===== config.mk =====
export PLATFORM = sky130hd
export DESIGN_NAME = control_sequencer_flat
export DESIGN_NICKNAME = d
export VERILOG_FILES = /design/src/rtl/control_sequencer_if.sv /design/src/rtl/control_sequencer.sv /design/src/flat_wrapper.sv
export SDC_FILE = /design/constraint.sdc
export NUM_CORES = 1
export LEC_CHECK = 0
export CORE_MARGIN = 1.5
export CORE_UTILIZATION = 42
export DETAILED_ROUTE_END_ITERATION = 7
export GPL_ROUTABILITY_DRIVEN = 0
export PLACE_DENSITY_LB_ADDON = 0.1
export SLEW_MARGIN = 20
export SYNTH_ARGS = -nofsm -noshare
export SYNTH_HDL_FRONTEND = slang
export SYNTH_SLANG_ARGS = --single-unit

===== constraint.sdc =====
create_clock -name Clk -period 2.6 [get_ports Clk]
set_input_delay 0.65 -clock Clk [delete_from_list [all_inputs] [get_ports Clk]]
set_output_delay 0.65 -clock Clk [all_outputs]
set_load 0.02 [all_outputs]

===== src/rtl/control_sequencer_if.sv =====
// Instruction/flag inputs and control-strobe outputs of the microcoded sequencer.
interface control_sequencer_if #(
    parameter int unsigned INSTR_W = 8,
    parameter int unsigned CTRL_W  = 16
);
    logic [INSTR_W-1:0] INSTR_IN;
    logic               CARRY_IN;
    logic               ZERO_IN;
    logic [CTRL_W-1:0]  CTRL_WORD;
    logic [2:0]         STEP_OUT;

    modport master (
        output INSTR_IN, CARRY_IN, ZERO_IN,
        input  CTRL_WORD, STEP_OUT
    );

    modport slave (
        input  INSTR_IN, CARRY_IN, ZERO_IN,
        output CTRL_WORD, STEP_OUT
    );
endinterface


===== src/rtl/control_sequencer.sv =====
// Microcoded fetch/execute sequencer: steps T0-T4, latches the opcode at the end
// of T1 and decodes the datapath strobe word from step, opcode and flags.
module control_sequencer #(
    parameter int unsigned INSTR_W = 8,
    parameter int unsigned CTRL_W  = 16
) (
    input  logic                Clk,
    input  logic                Rst,
    control_sequencer_if.slave  bus
);
    localparam int unsigned OP_W = 4;

    localparam int unsigned PC_INC     = 0;
    localparam int unsigned PC_OUT     = 1;
    localparam int unsigned JUMP       = 2;
    localparam int unsigned MAR_LOAD   = 3;
    localparam int unsigned RAM_OUT    = 4;
    localparam int unsigned RAM_IN     = 5;
    localparam int unsigned IR_LOAD    = 6;
    localparam int unsigned IR_OUT     = 7;
    localparam int unsigned A_LOAD     = 8;
    localparam int unsigned A_OUT      = 9;
    localparam int unsigned B_LOAD     = 10;
    localparam int unsigned ALU_OUT    = 11;
    localparam int unsigned ALU_SUB    = 12;
    localparam int unsigned FLAGS_LOAD = 13;
    localparam int unsigned OUT_LOAD   = 14;
    localparam int unsigned HALT       = 15;

    localparam logic [OP_W-1:0] OP_LDA = 4'h1;
    localparam logic [OP_W-1:0] OP_ADD = 4'h2;
    localparam logic [OP_W-1:0] OP_SUB = 4'h3;
    localparam logic [OP_W-1:0] OP_STA = 4'h4;
    localparam logic [OP_W-1:0] OP_LDI = 4'h5;
    localparam logic [OP_W-1:0] OP_JMP = 4'h6;
    localparam logic [OP_W-1:0] OP_JC  = 4'h7;
    localparam logic [OP_W-1:0] OP_JZ  = 4'h8;
    localparam logic [OP_W-1:0] OP_OUT = 4'hE;
    localparam logic [OP_W-1:0] OP_HLT = 4'hF;

    typedef enum logic [2:0] {
        T0     = 3'd0,
        T1     = 3'd1,
        T2     = 3'd2,
        T3     = 3'd3,
        T4     = 3'd4,
        S_RST  = 3'd5,
        S_HALT = 3'd6
    } step_t;

    step_t             step;
    logic [OP_W-1:0]   opcode;
    logic [CTRL_W-1:0] ctrl;

    // Step/opcode register; unused encoding 7 falls back to S_RST.
    always_ff @(posedge Clk) begin
        if (!Rst) begin
            step   <= S_RST;
            opcode <= '0;
        end else begin
            case (step)
                S_RST: step <= T0;
                T0:    step <= T1;
                T1: begin
                    step   <= T2;
                    opcode <= bus.INSTR_IN[INSTR_W-1 -: OP_W];
                end
                T2: begin
                    case (opcode)
                        OP_LDA, OP_ADD, OP_SUB, OP_STA: step <= T3;
                        OP_HLT:                         step <= S_HALT;
                        default:                        step <= T0;
                    endcase
                end
                T3:      step <= (opcode == OP_ADD || opcode == OP_SUB) ? T4 : T0;
                T4:      step <= T0;
                S_HALT:  step <= S_HALT;
                default: step <= S_RST;
            endcase
        end
    end

    // Strobe decode; only one bus driver is ever enabled per step.
    always_comb begin
        ctrl = '0;
        case (step)
            T0: begin
                ctrl[PC_OUT]   = 1'b1;
                ctrl[MAR_LOAD] = 1'b1;
            end
            T1: begin
                ctrl[RAM_OUT] = 1'b1;
                ctrl[IR_LOAD] = 1'b1;
                ctrl[PC_INC]  = 1'b1;
            end
            T2: begin
                case (opcode)
                    OP_LDA, OP_ADD, OP_SUB, OP_STA: begin
                        ctrl[IR_OUT]   = 1'b1;
                        ctrl[MAR_LOAD] = 1'b1;
                    end
                    OP_LDI: begin
                        ctrl[IR_OUT] = 1'b1;
                        ctrl[A_LOAD] = 1'b1;
                    end
                    OP_JMP: begin
                        ctrl[IR_OUT] = 1'b1;
                        ctrl[JUMP]   = 1'b1;
                    end
                    OP_JC: begin
                        ctrl[IR_OUT] = bus.CARRY_IN;
                        ctrl[JUMP]   = bus.CARRY_IN;
                    end
                    OP_JZ: begin
                        ctrl[IR_OUT] = bus.ZERO_IN;
                        ctrl[JUMP]   = bus.ZERO_IN;
                    end
                    OP_OUT: begin
                        ctrl[A_OUT]    = 1'b1;
                        ctrl[OUT_LOAD] = 1'b1;
                    end
                    OP_HLT:  ctrl[HALT] = 1'b1;
                    default: ctrl = '0;
                endcase
            end
            T3: begin
                case (opcode)
                    OP_LDA: begin
                        ctrl[RAM_OUT] = 1'b1;
                        ctrl[A_LOAD]  = 1'b1;
                    end
                    OP_ADD, OP_SUB: begin
                        ctrl[RAM_OUT] = 1'b1;
                        ctrl[B_LOAD]  = 1'b1;
                    end
                    OP_STA: begin
                        ctrl[A_OUT]  = 1'b1;
                        ctrl[RAM_IN] = 1'b1;
                    end
                    default: ctrl = '0;
                endcase
            end
            T4: begin
                if (opcode == OP_ADD || opcode == OP_SUB) begin
                    ctrl[ALU_OUT]    = 1'b1;
                    ctrl[A_LOAD]     = 1'b1;
                    ctrl[FLAGS_LOAD] = 1'b1;
                    ctrl[ALU_SUB]    = (opcode == OP_SUB);
                end
            end
            S_HALT:  ctrl[HALT] = 1'b1;
            default: ctrl = '0;
        endcase
    end

    assign bus.CTRL_WORD = ctrl;
    assign bus.STEP_OUT  = 3'(step);
endmodule


===== src/flat_wrapper.sv =====
// flat-port wrapper written by rule: the top's interface ports become plain ports
module control_sequencer_flat 
#(
    parameter int unsigned INSTR_W = 8,
    parameter int unsigned CTRL_W  = 16
)
  (Clk, Rst, bus_INSTR_IN, bus_CARRY_IN, bus_ZERO_IN, bus_CTRL_WORD, bus_STEP_OUT);
  control_sequencer_if #(.INSTR_W(INSTR_W), .CTRL_W(CTRL_W)) bus_i ();
  input  logic Clk;
  input  logic Rst;
  input wire logic [$bits(bus_i.INSTR_IN)-1:0] bus_INSTR_IN;
  input wire logic [$bits(bus_i.CARRY_IN)-1:0] bus_CARRY_IN;
  input wire logic [$bits(bus_i.ZERO_IN)-1:0] bus_ZERO_IN;
  output wire logic [$bits(bus_i.CTRL_WORD)-1:0] bus_CTRL_WORD;
  output wire logic [$bits(bus_i.STEP_OUT)-1:0] bus_STEP_OUT;
  assign bus_i.INSTR_IN = bus_INSTR_IN;
  assign bus_i.CARRY_IN = bus_CARRY_IN;
  assign bus_i.ZERO_IN = bus_ZERO_IN;
  assign bus_CTRL_WORD = bus_i.CTRL_WORD;
  assign bus_STEP_OUT = bus_i.STEP_OUT;
  control_sequencer #(.INSTR_W(INSTR_W), .CTRL_W(CTRL_W)) u_core (.Clk(Clk), .Rst(Rst), .bus(bus_i));
endmodule

Word level (Yosys, flattened, before mapping)
Cells that the tools add are included.
{"block": "op_classes", "mux": 27, "n_eq_ne": 16, "reduce_logical": 7}
{"op": "$pmux 3 s6", "count": 1}
{"op": "$eq 4x3->1 const B", "count": 4}
{"op": "$mux 1", "count": 15}
{"op": "$eq 4x4->1 const B", "count": 3}
{"op": "$eq 3x3->1 const B", "count": 3}
{"op": "$mux 3", "count": 3}
{"op": "$pmux 1 s3", "count": 3}
{"op": "$eq 4x2->1 const B", "count": 2}
{"op": "$eq 3x2->1 const B", "count": 2}
{"op": "$pmux 1 s2", "count": 3}
{"op": "$pmux 3 s2", "count": 1}
{"op": "$reduce_or 6->1", "count": 1}
{"op": "$eq 4x1->1 const B", "count": 1}
{"op": "$pmux 2 s2", "count": 1}
{"op": "$reduce_or 2->1", "count": 2}
{"op": "$reduce_or 4->1", "count": 1}
{"op": "$eq 3x1->1 const B", "count": 1}
{"op": "$logic_not 3->1", "count": 1}
{"op": "$reduce_or 3->1", "count": 1}
{"op": "$logic_or 1x1->1", "count": 1}
{"block": "word_totals", "out_inout_bits": 19, "regBits": 7, "word_cells": 52, "inputBits": 12}

Longest topological paths before layout
Gate-level depths: netlist (run 1).
{"block": "depth", "word_depth": 4, "depth_mapped": 4, "depth_no_buf": 3}

Worst setup path before layout (run 1)
Ideal clock, no wire load.
{"block": "synth_timing", "kind": "flip-flop to output port", "start": "register u_core.step[1], in the netlist u_core.bus.STEP_OUT[1]", "end": "output port bus_CTRL_WORD[5]", "path_stages_with_launch": 5, "required_time_ps": 1950, "setup_slack_ps": 378, "arrival_ps": 1572, "n_path_buf": 1, "path_cell_list": "dfxtp_1 -> buf_4 -> and2b_1 -> nand2_1 -> nor4_1"}
{"block": "synth_between", "elab_chain_len": 2}
{"element": "from (decl)", "line": "control_sequencer.sv:51", "rtl": "step_t step;"}
{"element": "from (signal assigned)", "line": "control_sequencer.sv:75", "rtl": "T3: step <= (opcode == OP_ADD || opcode == OP_SUB) ? T4 : T0;"}
{"element": "$eq 3x2->1", "line": "control_sequencer.sv:86", "rtl": "case (step)"}
{"element": "$mux 1"}
{"element": "to (decl)", "line": "flat_wrapper.sv:14", "rtl": "output wire logic [$bits(bus_i.CTRL_WORD)-1:0] bus_CTRL_WORD;"}
Every way passes these cells.

Final worst setup path (run 1)
{"block": "layout_timing", "start": "input port bus_ZERO_IN", "end": "output port bus_CTRL_WORD[7]"}
{"block": "layout_between", "elab_chain_len": 2}
{"element": "from (decl)", "line": "flat_wrapper.sv:13", "rtl": "input wire logic [$bits(bus_i.ZERO_IN)-1:0] bus_ZERO_IN;"}
{"element": "$pmux 1 s3", "line": "control_sequencer.sv:97", "rtl": "case (opcode)"}
{"element": "$mux 1"}
Every way passes these cells.

==> key figures, run 1 <==
Global routing
  • GR Overflow Total: 0
  • Vias in the first global route: 541
  • Global Route Usage Sum: 0.174
  • Antenna violations before repair: 0
  • Largest net degree at the start of global routing: 17
  • First-pass GRT wire length: 2.38 mm

Layout
  • Nets: 117
  • Final cell utilization of the core: 0.686
  • Share of layout cells above drive strength 1: 0.154
  • Area Overhead vs Synth: 47.1%
  • Diode count: 0

Clock network
  • Clock network latency to the later pin of the worst-skew pair: 0.24 ns
  • # Post-CTS Setup Buffers: 0
  • CTS clk-pin slew, worst paths: 0.05 ns
  • Maximum clock insertion buffer count: 2
  • CTS Hold Bufs: 0
  • CTS Buf Count: 3
  • CTS Sinks: 7
  • Post-cts resize count: 7
  • H-tree depth: 1
  • Root Buffer: clkbuf_4
  • CTS tree: built

Placement
  • HPWL Detailed: 1.01 mm
  • Port bufs: 26

Timing
  • Final setup fails: 0
  • Final Max Tran Viols: 0
  • Clock Skews: 0.00145 ns
  • Total negative slack: 0 ns
  • Actual slew at the worst max-slew pin: 0.368 ns
  • Fmax: 0.392 GHz
  • Final-report hold violation count: 0
  • Slew margin rel.: 0.748
  • Tmin final: 2.55 ns
  • Tcrit/Tclk final: 0.982
  • RSZ-0062 raised after global routing: no

Synthesis
  • Post-synth EDFFs: 0
  • Cell count after synthesis: 80
  • Post-Syn Nets: 92
  • Sequential share of the synthesized area: 0.225
  • Area contributors post-synth: dfxtp_1 (23%), mux2i_1 (6.4%), nor2b_1 (6.0%), buf_2 (4.8%), nand2_1 (4.8%)
  • Mean Syn Cell Area: 7.77 um2
  • YS warnings: 0
  • Top FF cell, synth: dfxtp_1
  • Synthesized cell area: 622 um2
  • Yosys top cell area share: 0.225
  • Top-count cell post-synth: nand2_1
  • Post-synth top area cell: dfxtp_1
  • Number of distinct library cells after synthesis: 35
  • Synth Register Bits: 7
  • Most common library cells after synthesis: nand2_1 (8), dfxtp_1 (7), buf_2 (6), nor2b_1 (6)
  • Fraction of registers with async set or reset after synthesis: 0

Detailed routing
  • 1st-iter DRT viols: 8
  • Via count: 676
  • Total Wirelength: 1.45 mm
  • Vias/cell: 5.68
  • Number of iterations in the first detailed-routing pass: 2
  • Mean routed wirelength per cell: 12.2 um
  • Remaining DRCs: 0
  • Number of routed nets with antenna violations: 0

Floorplan
  • Die Y-Extent: 41.5 um
  • Die Wd: 41.5 um
  • Core area: 0.00133 mm2
  • Die Footprint: 0.00172 mm2
  • I/O pins: 31
  • Initial core utilization: 0.466
  • Site Rows: 13

Power and ir drop
  • Worst-case vdd ir drop: 0.462 mV
  • LEAKAGE: 0.000391 uW
  • Pwr dens: 391 mW/mm2

Status
  • Status: finished clean

Setup path
  • CP endpoint kind: primary output
  • CP Launch Type: input pin
  • Crit path DAT: 1.90 ns
  • Crit path kind: in2out
  • Setup slack, reg-to-reg: 1.27 ns
  • Critical Path Start: bus_ZERO_IN
  • CP Max Fanout: 2
  • Reg2reg start: u_core.bus.STEP_OUT[0]
  • FF-to-FF path depth: 4
  • Required @ worst endpoint: 1.95 ns
  • R2r endpoint: u_core.opcode[0]
  • Crit path to: bus_CTRL_WORD[7]

Job
  • Max-Cap Viols: 0

Hold path
  • WHS Path Cells: 2
  • Worst hold path class: reg2reg
==> state kept, by name, indices dropped and copies added, names as in the netlist <==
signal,flops
u_core.bus.STEP_OUT,3
u_core.opcode,4
==> area by class of cell <==
cell class | count | area [um2]
fill | 117 | 419
timing repair buffer | 30 | 292
sequential | 7 | 149
clock buffer | 4 | 26.3
inverter | 1 | 3.75
tap | 15 | 18.8
multi-input combinational | 62 | 425
==> cell families (layout without fill, tap and decap cells) <==
group | count (synthesis) | count (layout) | synth area share
AOI/OAI and AO/OA | 18 | 18 | 0.207
xor gates and xnor gates | 1 | 1 | 0.0141
buffers and inverters | 11 | 35 | 0.109
DFF | 7 | 7 | 0.225
muxes | 4 | 4 | 0.0644
and+or+nand+nor | 39 | 39 | 0.380
==> layer usage <==
layer | up-vias | track usage | part of all wire
met5 | - | 0 | 0
met4 | 0 | 0.0387 | 0.0034
met3 | 2 | 0.0565 | 0.060
met2 | 19 | 0.272 | 0.48
met1 | 313 | 0.232 | 0.46
li1 | 342 | - | -
==> power breakdown <==
part | total (uW) | internal, uW | switching (uW)
combinational | 118 | 64.1 | 53.7
sequential | 145 | 117 | 27.6
clock | 94.9 | 58.3 | 36.5
==> worst min path at each step <==
stage	endpoint	slack [ns]	start
2_1_floorplan	u_core.opcode[0]	0.59	u_core.opcode[0]
3_3_place_gp	u_core.bus.STEP_OUT[2]	0.60	u_core.opcode[1]
3_5_place_dp	u_core.bus.STEP_OUT[2]	0.60	u_core.opcode[1]
4_1_cts	u_core.bus.STEP_OUT[2]	0.61	u_core.opcode[1]
5_1_grt	u_core.bus.STEP_OUT[2]	0.61	u_core.opcode[1]
6_report	u_core.opcode[0]	0.60	u_core.opcode[0]
==> worst max-delay path, cell delays in order <==
cell and delay, ns:
clkdlybuf4s50_1 0.42, a2111oi_0 0.41, a211oi_1 0.09, dlygate4sd2_1 0.33
==> per-stage QoR <==
stage	worst slack, ns	std cells	instance area [um2]	total power, uW	hold WS, ns
2_1_floorplan	0.378	80	622	215	0.587
3_3_place_gp	-0.183	115	867	260	0.595
3_5_place_dp	-0.176	115	867	262	0.596
4_1_cts	0.0423	119	898	363	0.611
5_1_grt	0.00574	119	915	388	0.614
6_report	0.0480	119	915	357	0.602
==> cell usage in the layout (no fill, tap or decap), drive strengths merged, types with 2 or more instances in the layout <==
master and count:
nor3 4, nor4 3, a21oi 4, dfxtp 7, dlygate4sd2 3, clkdlybuf4s50 21
nand2b 2, mux2i 4, buf 4, nor3b 3, dlymetal6s2s 2, nor2b 6
clkbuf 4, o21ai 2, a211oi 2, nand2 8, o21a 2, nand3 2
nor2 4, o311ai 2, and3 2
No activity file was read; power rests on OpenSTA's default activity.
==> run 2, diff against run 1 <==
==> constraint.sdc (replaced) <==
create_clock -name Clk -period 2.6 [get_ports Clk]
set_input_delay 0.65 -clock Clk [delete_from_list [all_inputs] [get_ports Clk]]
set_output_delay 0.65 -clock Clk [all_outputs]
set_load 0.005 [all_outputs]
==> run 2 against run 1 <==
Against the previous run: utilization down 0.38 points; clock power up 0.7%; final cell count unchanged; non-clock buffer count unchanged; wire length up 6.0%; worst setup slack better by 0.025 ns; sequential share of layout area down 0.19 points; power down 3.2%; fmax up 0.98%; design area down 0.55%; count of clock-buffer cells in the layout unchanged; flip-flop and latch count unchanged; critical endpoint is now bus_CTRL_WORD[2]; largest cell class unchanged; largest power group unchanged; highest routed layer is now met3.
==> key figures, run 2 (synthesis gave the netlist of run 1 again) <==
Global routing
  • Antenna violations before repair: 0
  • Global Route Usage Sum: 0.185
  • Largest net degree at the start of global routing: 17
  • First-pass GRT wire length: 2.58 mm
  • Vias in the first global route: 601
  • GR Overflow Total: 0

Setup path
  • CP max stage delay: 0.49 ns
  • Max stage delay cell, worst path: clkdlybuf4s50_1
  • Crit path DAT: 1.88 ns
  • Critical Path, Cell by Cell: clkdlybuf4s50_1 -> nand2_1 -> nor4_1 -> o21a_1 -> dlygate4sd2_1
  • Crit path kind: in2out
  • CP Launch Type: input pin
  • Reg2reg start: u_core.bus.STEP_OUT[1]
  • Setup slack, reg-to-reg: 1.27 ns
  • FF-to-FF path depth: 5
  • CP Max Fanout: 2
  • Required @ worst endpoint: 1.95 ns
  • CP endpoint kind: primary output
  • R2r endpoint: u_core.opcode[1]

Power and ir drop
  • LEAKAGE: 0.000346 uW
  • Worst-case vdd ir drop: 0.273 mV
  • Pwr dens: 380 mW/mm2

Timing
  • Actual slew at the worst max-slew pin: 0.363 ns
  • PnR worst setup slack: 0.0729 ns
  • Final Max Tran Viols: 0
  • Clock Skews: 0.00109 ns
  • Final-report hold violation count: 0
  • Total negative slack: 0 ns
  • Final setup fails: 0
  • Fmax: 0.396 GHz
  • Tcrit/Tclk final: 0.972
  • Slew margin rel.: 0.755
  • Tmin final: 2.53 ns
  • RSZ-0062 raised after global routing: no

Placement
  • Port bufs: 26
  • Cell Area, Placed: 867 um2
  • Worst slack, placed: -0.0972 ns
  • HPWL Detailed: 1.04 mm

Clock network
  • CTS clk-pin slew, worst paths: 0.05 ns
  • Root Buffer: clkbuf_4
  • H-tree depth: 1
  • # Post-CTS Setup Buffers: 0
  • Maximum clock insertion buffer count: 2
  • CTS tree: built
  • Clock network latency to the later pin of the worst-skew pair: 0.24 ns
  • CTS Buf Count: 3
  • CTS Sinks: 7

Floorplan
  • Core area: 0.00133 mm2
  • Die Y-Extent: 41.5 um
  • Die Footprint: 0.00172 mm2
  • Die Wd: 41.5 um
  • Site Rows: 13
  • Initial core utilization: 0.466
  • I/O pins: 31

Layout
  • Biggest register: u_core.opcode
  • Finished Cell Area: 910 um2
  • Share of layout cells above drive strength 1: 0.163
  • Nets: 117
  • Number of fill cells: 126
  • Final cell utilization of the core: 0.682
  • Diode count: 0
  • Area Overhead vs Synth: 46.3%
  • Most common cell after layout, fill and taps aside: clkdlybuf4s50_1
  • Largest register FFs: 4
  • Most frequent cells in the layout: clkdlybuf4s50_1 (24), nand2_1 (8), nor2b_1 (6), dfxtp_2 (5)

Detailed routing
  • Number of iterations in the first detailed-routing pass: 4
  • Remaining DRCs: 0
  • Number of routed nets with antenna violations: 0
  • Total Wirelength: 1.54 mm
  • Mean routed wirelength per cell: 12.9 um
  • Via count: 688
  • Vias/cell: 5.78
  • 1st-iter DRT viols: 13

Hold path
  • Hold EP: u_core.bus.STEP_OUT[2]
  • WHS Path Cells: 2
  • Worst hold path startpoint: u_core.bus.STEP_OUT[1]
  • Worst hold path class: reg2reg

Job
  • Max-Cap Viols: 0

Status
  • Status: finished clean
run 2: layout make-up:
class                      count  area, um2  share of cell area
inverter                       1       3.75             0.00413
sequential                     7        146               0.161
timing repair buffer          30        288               0.316
tap                           15       18.8              0.0206
multi-input combinational     62        427               0.469
clock buffer                   4       26.3              0.0289
run 2: repair_timing:
action                     4_1_cts  5_1_grt
setup endpoints to repair        2        7
hold buffers                     0        0
cloned                           0        0
pin swaps                        3        0
gates resized for setup          6        5
run 2: worst max path at each step:
stage                           startpoint                 to  slack [ns]  depth (start not counted)
finish                         bus_ZERO_IN   bus_CTRL_WORD[2]        0.07                          5
floorplan                      bus_ZERO_IN   bus_CTRL_WORD[7]        0.84                          2
global placement              bus_CARRY_IN   bus_CTRL_WORD[2]       -0.08                          5
global route        u_core.bus.STEP_OUT[1]   bus_CTRL_WORD[5]        0.02                          4
CTS                       u_core.opcode[1]  bus_CTRL_WORD[12]        0.04                          4
detailed placement            bus_CARRY_IN   bus_CTRL_WORD[2]        -0.1                          5
run 2: per-stage QoR:
step	hold WS (ns)	std cells	power, uW
after floorplan	0.587	80	200
after global placement	0.574	115	245
after detailed placement	0.588	115	247
after CTS	0.600	119	349
after global routing	0.622	119	371
final	0.590	119	346
run 2: power by group:
part	internal, uW	switching, uW
registers	117	27.7
logic	65.4	39.5
clock network	58.4	37.3
run 2: metal layers:
metal / share of wire / up-vias / track usage
li1: - / 342 / -
met1: 0.49 / 327 / 0.234
met2: 0.46 / 19 / 0.313
met3: 0.046 / 0 / 0.0435
met4: 0 / 0 / 0.0452
met5: 0 / - / 0
run 2: critical path, delay by kind of cell:
kind / cells / cell delay (ns)
and+or+nand+nor: 2 / 0.35
buffers and inverters: 2 / 0.71
AOI/OAI and AO/OA: 1 / 0.16
